==> src/rtl/wb_ibus_dbus_arbiter_if.sv <==
`default_nettype none
// ============================================================================
// Module      : wb_ibus_dbus_arbiter_if
// Description : Bundle of the core's ibus/dbus request signals and the shared
//               Wishbone-style memory port seen by the ibus/dbus arbiter.
//               "slave" is the arbiter's view. "master" is the view of the
//               surrounding system: the core plus the memory.
// Revision    : 1.0 - initial release
// ============================================================================
interface wb_ibus_dbus_arbiter_if;
  // instruction bus
  logic [31:0] ibus_adr;
  logic        ibus_cyc;
  logic [31:0] ibus_rdt;
  logic        ibus_ack;
  // data bus
  logic [31:0] dbus_adr;
  logic [31:0] dbus_dat;
  logic [3:0]  dbus_sel;
  logic        dbus_we;
  logic        dbus_cyc;
  logic [31:0] dbus_rdt;
  logic        dbus_ack;
  // shared memory port
  logic [31:0] mem_adr;
  logic [31:0] mem_dat;
  logic [3:0]  mem_sel;
  logic        mem_we;
  logic        mem_cyc;
  logic [31:0] mem_rdt;
  logic        mem_ack;

  // Arbiter side: takes core requests and memory responses.
  modport slave (
    input  ibus_adr, ibus_cyc,
    output ibus_rdt, ibus_ack,
    input  dbus_adr, dbus_dat, dbus_sel, dbus_we, dbus_cyc,
    output dbus_rdt, dbus_ack,
    output mem_adr, mem_dat, mem_sel, mem_we, mem_cyc,
    input  mem_rdt, mem_ack
  );

  // System side: the core drives requests, the memory drives responses.
  modport master (
    output ibus_adr, ibus_cyc,
    input  ibus_rdt, ibus_ack,
    output dbus_adr, dbus_dat, dbus_sel, dbus_we, dbus_cyc,
    input  dbus_rdt, dbus_ack,
    input  mem_adr, mem_dat, mem_sel, mem_we, mem_cyc,
    output mem_rdt, mem_ack
  );
endinterface
`default_nettype wire

==> src/rtl/wb_ibus_dbus_arbiter.sv <==
`default_nettype none
// ============================================================================
// Module      : wb_ibus_dbus_arbiter
// Description : Merges the core's instruction and data buses onto a single
//               Wishbone-style memory port. One master is granted at a time,
//               simultaneous requests alternate, and a sticky flag records any
//               transaction that waited TIMEOUT cycles without an ack.
// Revision    : 1.0 - initial release
// ============================================================================
module wb_ibus_dbus_arbiter #(
  parameter int TIMEOUT    = 7,
  parameter bit DBUS_FIRST = 1'b1
) (
  input  logic                  clock,
  input  logic                  resetn,
  wb_ibus_dbus_arbiter_if.slave bus,
  output logic                  timeout_err
);

  localparam int             CW       = $clog2(TIMEOUT + 1);
  localparam logic [CW-1:0]  WAIT_MAX = CW'(TIMEOUT);

  typedef enum logic [1:0] {
    IDLE  = 2'd0,
    GNT_I = 2'd1,
    GNT_D = 2'd2
  } state_t;

  state_t          state;
  logic            last_dbus;   // 1: dbus held the most recent grant
  logic [CW-1:0]   wait_cnt;
  logic [CW-1:0]   wait_next;
  logic            waiting;

  // Saturating next value of the wait counter and the "stalled on memory" flag.
  always_comb begin
    waiting   = bus.mem_cyc & ~bus.mem_ack;
    wait_next = (wait_cnt == WAIT_MAX) ? WAIT_MAX : wait_cnt + 1'b1;
  end

  // Grant FSM, round-robin history, wait counter and sticky timeout flag.
  always_ff @(posedge clock or negedge resetn) begin
    if (!resetn) begin
      state       <= IDLE;
      // Remembering ibus as last winner makes dbus win the first tie.
      last_dbus   <= ~DBUS_FIRST;
      wait_cnt    <= '0;
      timeout_err <= 1'b0;
    end else begin
      unique case (state)
        IDLE: begin
          wait_cnt <= '0;
          if (bus.ibus_cyc && bus.dbus_cyc) begin
            state <= last_dbus ? GNT_I : GNT_D;
          end else if (bus.dbus_cyc) begin
            state <= GNT_D;
          end else if (bus.ibus_cyc) begin
            state <= GNT_I;
          end
        end
        GNT_I: begin
          if (bus.mem_ack || !bus.ibus_cyc) begin
            state     <= IDLE;
            last_dbus <= 1'b0;
          end
        end
        GNT_D: begin
          if (bus.mem_ack || !bus.dbus_cyc) begin
            state     <= IDLE;
            last_dbus <= 1'b1;
          end
        end
        default: state <= IDLE;
      endcase

      // Only a live, unacked grant counts as waiting; IDLE clears above.
      if (state != IDLE && waiting) begin
        wait_cnt <= wait_next;
        if (wait_next == WAIT_MAX) begin
          timeout_err <= 1'b1;
        end
      end
    end
  end

  // Bus steering: granted master is wired straight through so aborts and acks
  // propagate in the same cycle; everything else is held at zero.
  always_comb begin
    bus.mem_adr  = '0;
    bus.mem_dat  = '0;
    bus.mem_sel  = '0;
    bus.mem_we   = 1'b0;
    bus.mem_cyc  = 1'b0;
    bus.ibus_rdt = '0;
    bus.ibus_ack = 1'b0;
    bus.dbus_rdt = '0;
    bus.dbus_ack = 1'b0;
    unique case (state)
      GNT_I: begin
        bus.mem_cyc  = bus.ibus_cyc;
        bus.mem_adr  = bus.ibus_adr;
        bus.mem_sel  = 4'hF;
        bus.ibus_ack = bus.mem_ack & bus.ibus_cyc;
        bus.ibus_rdt = bus.mem_rdt;
      end
      GNT_D: begin
        bus.mem_cyc  = bus.dbus_cyc;
        bus.mem_adr  = bus.dbus_adr;
        bus.mem_dat  = bus.dbus_dat;
        bus.mem_sel  = bus.dbus_sel;
        bus.mem_we   = bus.dbus_we;
        bus.dbus_ack = bus.mem_ack & bus.dbus_cyc;
        bus.dbus_rdt = bus.mem_rdt;
      end
      default: begin
      end
    endcase
  end

endmodule
`default_nettype wire

==> src/flat_wrapper.sv <==
// flat-port wrapper written by rule: the top's interface ports become plain ports
module wb_ibus_dbus_arbiter_flat 
#(
  parameter int TIMEOUT    = 7,
  parameter bit DBUS_FIRST = 1'b1
)
  (clock, resetn, timeout_err, bus_ibus_adr, bus_ibus_cyc, bus_ibus_rdt, bus_ibus_ack, bus_dbus_adr, bus_dbus_dat, bus_dbus_sel, bus_dbus_we, bus_dbus_cyc, bus_dbus_rdt, bus_dbus_ack, bus_mem_adr, bus_mem_dat, bus_mem_sel, bus_mem_we, bus_mem_cyc, bus_mem_rdt, bus_mem_ack);
  wb_ibus_dbus_arbiter_if bus_i ();
  input  logic clock;
  input  logic resetn;
  output logic timeout_err;
  input wire logic [$bits(bus_i.ibus_adr)-1:0] bus_ibus_adr;
  input wire logic [$bits(bus_i.ibus_cyc)-1:0] bus_ibus_cyc;
  output wire logic [$bits(bus_i.ibus_rdt)-1:0] bus_ibus_rdt;
  output wire logic [$bits(bus_i.ibus_ack)-1:0] bus_ibus_ack;
  input wire logic [$bits(bus_i.dbus_adr)-1:0] bus_dbus_adr;
  input wire logic [$bits(bus_i.dbus_dat)-1:0] bus_dbus_dat;
  input wire logic [$bits(bus_i.dbus_sel)-1:0] bus_dbus_sel;
  input wire logic [$bits(bus_i.dbus_we)-1:0] bus_dbus_we;
  input wire logic [$bits(bus_i.dbus_cyc)-1:0] bus_dbus_cyc;
  output wire logic [$bits(bus_i.dbus_rdt)-1:0] bus_dbus_rdt;
  output wire logic [$bits(bus_i.dbus_ack)-1:0] bus_dbus_ack;
  output wire logic [$bits(bus_i.mem_adr)-1:0] bus_mem_adr;
  output wire logic [$bits(bus_i.mem_dat)-1:0] bus_mem_dat;
  output wire logic [$bits(bus_i.mem_sel)-1:0] bus_mem_sel;
  output wire logic [$bits(bus_i.mem_we)-1:0] bus_mem_we;
  output wire logic [$bits(bus_i.mem_cyc)-1:0] bus_mem_cyc;
  input wire logic [$bits(bus_i.mem_rdt)-1:0] bus_mem_rdt;
  input wire logic [$bits(bus_i.mem_ack)-1:0] bus_mem_ack;
  assign bus_i.ibus_adr = bus_ibus_adr;
  assign bus_i.ibus_cyc = bus_ibus_cyc;
  assign bus_ibus_rdt = bus_i.ibus_rdt;
  assign bus_ibus_ack = bus_i.ibus_ack;
  assign bus_i.dbus_adr = bus_dbus_adr;
  assign bus_i.dbus_dat = bus_dbus_dat;
  assign bus_i.dbus_sel = bus_dbus_sel;
  assign bus_i.dbus_we = bus_dbus_we;
  assign bus_i.dbus_cyc = bus_dbus_cyc;
  assign bus_dbus_rdt = bus_i.dbus_rdt;
  assign bus_dbus_ack = bus_i.dbus_ack;
  assign bus_mem_adr = bus_i.mem_adr;
  assign bus_mem_dat = bus_i.mem_dat;
  assign bus_mem_sel = bus_i.mem_sel;
  assign bus_mem_we = bus_i.mem_we;
  assign bus_mem_cyc = bus_i.mem_cyc;
  assign bus_i.mem_rdt = bus_mem_rdt;
  assign bus_i.mem_ack = bus_mem_ack;
  wb_ibus_dbus_arbiter #(.TIMEOUT(TIMEOUT), .DBUS_FIRST(DBUS_FIRST)) u_core (.clock(clock), .resetn(resetn), .bus(bus_i), .timeout_err(timeout_err));
endmodule
==> config.mk <==
export PLATFORM = sky130hd
export DESIGN_NAME = wb_ibus_dbus_arbiter_flat
export DESIGN_NICKNAME = d
export VERILOG_FILES = /design/src/rtl/wb_ibus_dbus_arbiter_if.sv /design/src/rtl/wb_ibus_dbus_arbiter.sv /design/src/flat_wrapper.sv
export SDC_FILE = /design/constraint.sdc
export NUM_CORES = 1
export LEC_CHECK = 0
export ABC_AREA = 1
export CELL_PAD_IN_SITES_DETAIL_PLACEMENT = 0
export CELL_PAD_IN_SITES_GLOBAL_PLACEMENT = 1
export CORE_AREA = 2 2 124 126
export CTS_BUF_LIST = sky130_fd_sc_hd__clkbuf_4 sky130_fd_sc_hd__clkbuf_8
export CTS_CLUSTER_DIAMETER = 60
export DETAILED_ROUTE_END_ITERATION = 12
export DIE_AREA = 0 0 126 128
export PLACE_DENSITY = 0.91
export SLEW_MARGIN = 20
export SYNTH_ARGS = -nofsm -noshare
export SYNTH_HDL_FRONTEND = slang
export SYNTH_SLANG_ARGS = --single-unit
==> constraint.sdc <==
create_clock -name clock -period 2.1 [get_ports clock]
set_clock_uncertainty 0.15 [all_clocks]
set_input_delay 0.315 -clock clock [delete_from_list [all_inputs] [get_ports clock]]
set_output_delay 0.315 -clock clock [all_outputs]
set_load 0.02 [all_outputs]
==> metrics.md <==
| Metric | Value |
|---|---|
| Setup violations, final | `0` |
| CP Max Fanout | `10` |
| TritonCTS clock tree | `yes` |
| Post-synth EDFFs | `0` |
| Initial DRC Count | `85` |
| Worst EP arrival | `1570 ps` |
| Top-count cell post-synth | `nand2_1` |
| Kind of critical path | `reg2out` |
| Slew @ Worst Pin | `348 ps` |
| I/O Pins | `275` |
| Synthesis Warnings | `0` |
| Post-synth top area cell | `nand2_1` |
| Largest family of logic cells by synthesized area | `simple AND/OR/NAND/NOR gates` |
| DIE WIDTH | `126 um` |
| Residual DRC count | `0` |
| IO Port Bufs | `between 200 and 300` |
| Post-route setup TNS | `0 ps` |
| Worst setup EP type | `output port` |
| Placed cell count | `840` |
| Flops & latches, synth | `7` |
| Leak pwr | `roughly 2.9 nW` |
| Final hold vios | `0` |
| Max-slew violations | `0` |
| Syn Nets | `between 500 and 600` |
| Drt pass-1 iters | `4` |
| Post-Synth XOR/XNOR Area | `0` |
| DR WL/cell | `11.8 um` |
| Slew headroom | `0.767` |
| Yosys top cell area share | `0.399` |
| Top post-synthesis cells by area | `nand2_1 40%, inv_1 23%, a21oi_1 11%` |
| Gpl congestion | `0.780` |
| Synthesized instance count | `380` |
| NumNets Final | `808` |
| Simple-gate share of the synthesized area | `0.441` |
| Vias | `between 3,000 and 4,000` |
| FMAX | `0.492 GHz` |
| GR Overflow Total | `0` |
| Core Rows | `45` |
| Share of layout cells above drive strength 1 | `0.223` |
| Worst hold path class | `in2async` |
| Post-synth top cells | `184 x nand2_1, 105 x inv_1, 37 x a21oi_1` |
| Antenna Cells | `0` |
| Tcrit/Tclk final | `0.968` |
| Maximum VDD drop | `around 730 uV` |
| Register area share after synthesis | `0.101` |
| RSZ-0062 raised after global routing | `yes` |
| CTS Sinks | `7` |
| First-pass GRT wire length | `about 15,000 um` |
| Netlist Area Pre-Place | `0.00173 sq mm` |
| Critical Path RT | `1630 ps` |
| HPWL after detailed placement | `7900 um` |
| All-Layer GR Usage | `0.109` |
| Synth Flop Type | `dfrtp_1` |
| Root buffer cell | `clkbuf_8` |
| # H-tree levels | `1` |
| Pin count of the biggest net entering global routing | `39` |
| Post-DR vias/cell | `3.66` |
| Reg clk slew, reported paths | `about 40 ps` |
| Die ar. | `0.0161 sq mm` |
| Total core area | `0.0149 sq mm` |
| Starting Density | `0.117` |
| Power Density | `1100 mW/mm^2` |
| MaxCap Viol Count | `0` |
| Area delta synth->final | `167%` |
| Final wirelength | `10,100 um` |
| Synth Area in Compound Gates | `0.124` |
| Ys async rst share | `1.00` |
| Yosys cell types | `16` |
| CTS Hold Bufs | `0` |
| Post-route ant nets | `0` |
| CTS Buffer Depth | `2` |
| Adder-Cell Fraction of Synth Area | `0.0289` |
| Initial antenna violation count | `0` |
| Die height | `between 100 and 150 um` |
| Fin crit period | `2030 ps` |
| Number of global-route vias before repair | `2,901` |
| Non-filler cells, final | `853` |
| Syn Area/Cell | `4.56 sq um` |
| Startpoint type of the worst setup path | `flip-flop` |
| Status | `complete, no violations` |
| Power after layout | `between 5 and 6 mW` |
| Mux contribution to synthesized area | `0` |
| Num CTS Buffers | `3` |
| Worst-Skew Late Latency | `approximately 220 ps` |
[layout by cell type (no fill, tap or decap), types with 5 or more instances in the layout]
cell type and n:
nand2_1 184, clkdlybuf4s50_1 138, inv_1 104, clkbuf_2 53, a21oi_1 31, buf_2 31, buf_4 27, dlygate4sd2_1 20
clkdlybuf4s15_1 12, nand3_1 8, buf_12 7, a21oi_2 6, dfrtp_1 6, clkbuf_16 5, clkdlybuf4s15_2 5
[metal layers]
metal	vias up	track usage	share of wire
met4	0	0.00840	0.0057
met1	1320	0.129	0.41
met3	6	0.0200	0.066
met2	137	0.212	0.52
met5	-	0	0
li1	1655	-	-
[power by group]
part	internal (mW)	switching, mW
Sequential	0.167	0.0249
Clock	0.144	0.0570
Combinational	1.95	2.74
Total	2.26	2.83
[registers in the layout, indices dropped and copies added, names as in the netlist]
signal / count
u_core.state: 2
u_core.timeout_err: 1
u_core.last_dbus: 1
u_core.wait_cnt: 3
[what timing repair did]
action	in CTS	in global routing
gates cloned	0	7
gates resized for setup	293	139
setup buffers	0	2
pin swaps	0	1
endpoints found under the setup margin	136	113
[critical path: stages, from the launching register on]
cell and delay (ps):
dfrtp_1 360, buf_4 150, ha_4 170, buf_12 150, buf_12 140, buf_4 130, nand2_1 60, inv_1 30
buf_2 150
[logic make-up after synthesis]
logic type | after synthesis
and+or+nand+nor | 199
adders and majority gates | 4
buffers and inverters | 128
AOI/OAI and AO/OA | 42
DFF | 7
[stage by stage]
| stage | utilization | hold WS (ps) | worst slack, ps | area, sq um |
|---|---|---|---|---|
| finish | 0.311 | 214 | 67.8 | 4620 |
| global route | 0.311 | 235 | -27.5 | 4620 |
| CTS | 0.313 | 221 | -55.4 | 4650 |
| detailed placement | 0.324 | 313 | -169 | 4820 |
| global placement | 0.324 | 323 | -154 | 4820 |
| floorplan | - | -131 | 193 | 1730 |
[area by class of cell]
type	count	area (sq um)
multi-input cells	245	1080
well taps	188	235
inverters	106	398
repair buffers	303	2690
fillers	1695	10200
clock buffers	4	48.8
flip-flops and latches	7	176
[path summary, 6_finish.rpt]
check                                          startpoint                             end  slack (ps)  cells after the start
hold / removal                                     resetn  u_core.timeout_err$_DFFE_PN0P_         210                      1
setup / recovery              u_core.state[1]$_DFFE_PN0P_                 bus_dbus_rdt[3]          70                      8
min in group clock         u_core.timeout_err$_DFFE_PN0P_  u_core.timeout_err$_DFFE_PN0P_         320                      1
hold reg to reg            u_core.timeout_err$_DFFE_PN0P_  u_core.timeout_err$_DFFE_PN0P_         320                      1
setup reg to reg              u_core.state[1]$_DFFE_PN0P_     u_core.state[0]$_DFFE_PN0P_         280                     10
max in group asynchronous                          resetn     u_core.state[0]$_DFFE_PN0P_        1310                      1
No activity file was read; power rests on OpenSTA's default activity.
==> RTL edit 1 (same flow settings) <==
`TIMEOUT` is set to 7 in 2 places; all go to 6.
--- a/src/rtl/wb_ibus_dbus_arbiter.sv
+++ b/src/rtl/wb_ibus_dbus_arbiter.sv
@@ -8,7 +8,7 @@
 // Revision    : 1.0 - initial release
 // ============================================================================
 module wb_ibus_dbus_arbiter #(
-  parameter int TIMEOUT    = 7,
+  parameter int TIMEOUT    = 6,
   parameter bit DBUS_FIRST = 1'b1
 ) (
   input  logic                  clock,
--- a/src/flat_wrapper.sv
+++ b/src/flat_wrapper.sv
@@ -1,7 +1,7 @@
 // flat-port wrapper written by rule: the top's interface ports become plain ports
 module wb_ibus_dbus_arbiter_flat 
 #(
-  parameter int TIMEOUT    = 7,
+  parameter int TIMEOUT    = 6,
   parameter bit DBUS_FIRST = 1'b1
 )
   (clock, resetn, timeout_err, bus_ibus_adr, bus_ibus_cyc, bus_ibus_rdt, bus_ibus_ack, bus_dbus_adr, bus_dbus_dat, bus_dbus_sel, bus_dbus_we, bus_dbus_cyc, bus_dbus_rdt, bus_dbus_ack, bus_mem_adr, bus_mem_dat, bus_mem_sel, bus_mem_we, bus_mem_cyc, bus_mem_rdt, bus_mem_ack);
Behaviour: not the same (a bounded check fails within 10 cycles, from zero or initial values and one cycle with resetn low).
==> RTL edit 1 against the original RTL <==
Worst setup slack worse by 0.0098 ns; sequential cell count unchanged; largest power group unchanged; first-iteration DRC count increased by 8.2%; core utilization up 2.2 points; design area is 7.0% higher; wire length increased by 7.6%; area after synthesis grew 0.43%; die area unchanged; power increased by 8.7%; via count up 2.8%.
==> RTL edit 1: results (changes against the original RTL) <==
Status - completed
Arrival time at the worst endpoint - 1.58 ns
Synth top area cells - nand2_1, inv_1, a21oi_1, dfrtp_1, buf_2
Area after DPL - 4890 sq um (+1.4%)
Vias in the first global route - 2,906 (+0.17%)
Post-layout nets - 821 (+1.6%)
GPL Wtd Cong - 0.7646 (-1.9%)
Slew headroom - 0.7839 (+0.01687)
Clock slew seen by the registers of the worst setup and hold paths - 0.04 ns (about the same)
Reg2reg setup slack - 0.26 ns (-0.02 ns)
Initial antenna violation count - 1 (+1)
RR Startpoint - u_core.state[0]
Met1 Usage GRT - 0.1479 (+0.01931)
Ys flop type - dfrtp_1
Crit Path Max Fanout - 5 (-5)
Tightest Hold Check Type - input port to asynchronous set/reset pin
DP Cell Count - 852 (+1.4%)
First-pass GRT wire length - 15.22 mm (+3.8%)
Fill cell count - 1,656 (-2.3%)
Sequential area share after synthesis - 0.1006 (-0.0004360)
Via density - 3.697 (+1.1%)
WHS - 0.2046 ns (-0.009214 ns)
Buffers on Ports - 274 (unchanged)
Multi-input gate area - 1182 sq um (+9.8%)
Async SR Flop Fraction - 1.000 (unchanged)
First-pass detailed-route iteration total - 4 (unchanged)
Largest net degree at the start of global routing - 36 (-7.7%)
CTS max path bufs - 2 (unchanged)
M2 GR Usage - 0.2059 (-0.006009)
TritonCTS Buffers - 3 (unchanged)
CTS root buffer - clkbuf_8
Yosys cell types - 16 (unchanged)
P_leak - 0.003014 uW (+5.6%)
Final Non-Filler Cells - 867 (+1.6%)
GRT Overall Usage - 0.1155 (+0.006622)
Post-Syn Nets - 526 (+0.77%)
DR iter-0 viols - 92 (+8.2%)
Warnings, synthesis - 0 (unchanged)
Hpwl dp - 8.011 mm (+1.5%)
Worst r2r dst - u_core.state[1]
Post-Syn Instances - 383 (+0.79%)
Worst Reg-to-Reg Cells - 10 (unchanged)
Reg with most FFs - u_core.wait_cnt
Share of cells above drive strength 1 - 0.2836 (+0.06105)
M3 GR Usage - 0.01628 (-0.003756)
Insertion delay to the later sink of the worst-skew pair - 0.22 ns (about the same)
Worst ir drop on vdd - 0.3988 mV (-46%)
Biggest regs - u_core.wait_cnt (3), u_core.state (2)
Synth top cells by count - nand2_1, inv_1, a21oi_1, buf_2, dfrtp_1
Routed wire per std cell - 12.49 um (+5.9%)
CTS H-tree depth - 1 (unchanged)
-- RTL edit 1: changes by cell type in the layout (fill, tap and decap cells not counted), moves of 12 or more --
| cell | unedited run | this run |
|---|---|---|
| buf_6 | 2 | 29 |
| clkbuf_2 | 53 | 26 |
| nand2_1 | 184 | 168 |
| nand2_2 | 0 | 14 |
| inv_2 | 2 | 14 |
-- RTL edit 1: power by group --
group / internal, uW / switching, uW / total, uW
Combinational: 2230 / 2920 / 5150
Clock: 144 / 53.6 / 197
Sequential: 165 / 24.1 / 189
-- RTL edit 1: what timing repair did --
action	in CTS	in global routing
pin swaps	0	6
buffers inserted	2	1
gates cloned	3	4
resized for setup	391	164
hold buffers	0	0
endpoints found under the setup margin	136	94
-- RTL edit 1: how the worst max path moves through the flow --
stage | endpoint | start | depth (start not counted)
finish | bus_dbus_rdt[6] | u_core.state[1] | 8
detailed placement | bus_mem_sel[0] | u_core.state[1] | 6
CTS | bus_mem_adr[24] | u_core.state[1] | 6
global route | bus_dbus_rdt[21] | u_core.state[1] | 8
global placement | bus_mem_adr[24] | u_core.state[0] | 6
floorplan | bus_mem_adr[10] | u_core.state[0] | 5
-- RTL edit 1: logic make-up after synthesis --
logic type,count (synthesis),share of synthesized area
compound gates,44,0.1280
fa+ha+maj,5,0.03595
buf+inv,129,0.2998
flops,7,0.1006
simple gates,198,0.4357
-- RTL edit 1: metal layers --
| layer | vias to the layer above | share of wire |
|---|---|---|
| met2 | 158 | 0.49 |
| met1 | 1365 | 0.42 |
| met3 | 6 | 0.076 |
| li1 | 1676 | - |
| met4 | 0 | 0.0099 |
| met5 | - | 0 |
-- RTL edit 1: cell type report --
| class | count | share of cell area |
|---|---|---|
| Antenna cell | 2 | 0.001011 |
| Multi-Input combinational cell | 247 | 0.2389 |
| Timing Repair Buffer | 311 | 0.5853 |
| Inverter | 108 | 0.08192 |
| Clock buffer | 4 | 0.009861 |
| Sequential cell | 7 | 0.03540 |
| Tap cell | 188 | 0.04753 |
-- RTL edit 1: metrics by stage --
step                worst slack [ns]  TNS (ns)  power, uW
floorplan                     0.2710         0       2565
global placement             -0.1528    -8.854       5113
detailed placement           -0.1674    -10.29       5108
CTS                         -0.01040  -0.01040       5121
global route                -0.01470  -0.08263       5996
finish                       0.05799         0       5535
-- RTL edit 1: critical path, stage by stage (launching register included) --
cell and delay [ns]:
dfrtp_1 0.40, buf_6 0.13, ha_4 0.18, buf_8 0.15, buf_16 0.14, buf_12 0.14, nand2_4 0.05, inv_2 0.03
buf_6 0.12
==> RTL edit 2 (same settings) <==
Without the edit above. Reset style: synchronous (`resetn`), changed in one clocked block.
--- a/src/rtl/wb_ibus_dbus_arbiter.sv
+++ b/src/rtl/wb_ibus_dbus_arbiter.sv
@@ -39,7 +39,7 @@
   end
 
   // Grant FSM, round-robin history, wait counter and sticky timeout flag.
-  always_ff @(posedge clock or negedge resetn) begin
+  always_ff @(posedge clock) begin
     if (!resetn) begin
       state       <= IDLE;
       // Remembering ibus as last winner makes dbus win the first tie.
Formal check against the unedited RTL: differs if resetn is asserted again (counterexample within 4 cycles, from zero or initial values and one cycle with resetn low); with resetn held inactive, the same outputs for 10 cycles.
==> RTL edit 2 against the original RTL <==
Sequential cell count did not move; largest cell class unchanged; design area increased by 2.2%; final cell count fell by 0.35%; area after synthesis is 1.5% lower; first-iteration DRC count increased by 18%; wire length grew 2.2%; worst setup slack lost 0.014 ns.
Power is left out: it rests on default switching activity, and per cell area and clock period it moved more than threefold.
==> RTL edit 2: results (changes against the original RTL) <==
Status - completed
Synth top cells by count - nand2_1, inv_1, a21oi_1, buf_2, nand3_1
Post-Syn Nets - 525 (+0.57%)
Sequential area share after synthesis - 0.08211 (-0.01897)
Initial antenna violation count - 1 (+1)
Hpwl dp - 7.832 mm (-0.81%)
WHS - 0.3082 ns (+0.09445 ns)
Crit Path Max Fanout - 19 (+9)
Tightest Hold Check Type - register to register
Ys flop type - dfxtp_1
Largest net degree at the start of global routing - 28 (-28%)
Post-layout nets - 805 (-0.37%)
M3 GR Usage - 0.03297 (+0.01294)
Slowest stage delay, CP - 0.33 ns (-0.03 ns)
RR Startpoint - u_core.state[0]
GRT Overall Usage - 0.1121 (+0.003188)
First-pass GRT wire length - 14.97 mm (+2.0%)
Routed length on met3 - 968 um (+45%)
Via count - 3,144 (+0.83%)
Share of cells above drive strength 1 - 0.2024 (-0.02014)
Via density - 3.699 (+1.2%)
Vias in the first global route - 2,932 (+1.1%)
Fill cell count - 1,659 (-2.1%)
GPL Wtd Cong - 0.7520 (-3.5%)
Highest-delay cell along the critical path - dfxtp_2
Synthesized area per cell - 4.456 sq um (-2.3%)
Async SR Flop Fraction - 0 (-1.000)
DP Cell Count - 838 (-0.24%)
Slew headroom - 0.8501 (+0.08310)
Routed wire per std cell - 12.10 um (+2.6%)
M2 GR Usage - 0.2144 (+0.002530)
Synth top area cells - nand2_1, inv_1, a21oi_1, dfxtp_1, buf_2
Met2 WL - 5.170 mm (-0.67%)
[RTL edit 2: worst max-delay path by stage]
| stage | startpoint | to | slack (ns) |
|---|---|---|---|
| 6_report | u_core.state[0] | bus_mem_dat[6] | 0.05 |
| 5_1_grt | u_core.state[0] | bus_mem_adr[17] | -0.04 |
| 4_1_cts | u_core.state[0] | bus_mem_dat[30] | -0.005 |
| 3_5_place_dp | u_core.state[0] | bus_mem_adr[29] | -0.14 |
| 3_3_place_gp | u_core.state[0] | bus_mem_adr[29] | -0.13 |
| 2_1_floorplan | u_core.state[0] | bus_mem_adr[10] | 0.19 |
[RTL edit 2: logic make-up (layout without fill, tap and decap cells)]
family,after synthesis,after routing,share of synthesized area
AND/OR/NAND/NOR,197,197,0.4450
buffers and inverters,130,409,0.3116
AO/OA/AOI/OAI,45,45,0.1320
flip-flops,7,7,0.08211
adder cells (fa/ha/maj),4,4,0.02933
[RTL edit 2: critical path: cells and delay by family, from the launching register on]
kind | cells | cell delay (ns)
AND/OR/NAND/NOR | 1 | 0.08
buffers and inverters | 5 | 0.76
adder cells (fa/ha/maj) | 1 | 0.18
flip-flops | 1 | 0.33
[RTL edit 2: area by class of cell]
class | count | area, sq um | share of cell area
tap | 188 | 235.2 | 0.04975
multi-input combinational | 246 | 1109 | 0.2345
inverter | 108 | 405.4 | 0.08574
sequential | 7 | 141.4 | 0.02990
timing repair buffer | 297 | 2789 | 0.5898
clock buffer | 4 | 48.80 | 0.01032
[RTL edit 2: what timing repair did]
action                     in CTS  in global routing
resized for setup             351                 78
pin swaps                       1                  3
gates cloned                    3                  2
buffers inserted                2                  1
setup endpoints to repair     135                 82
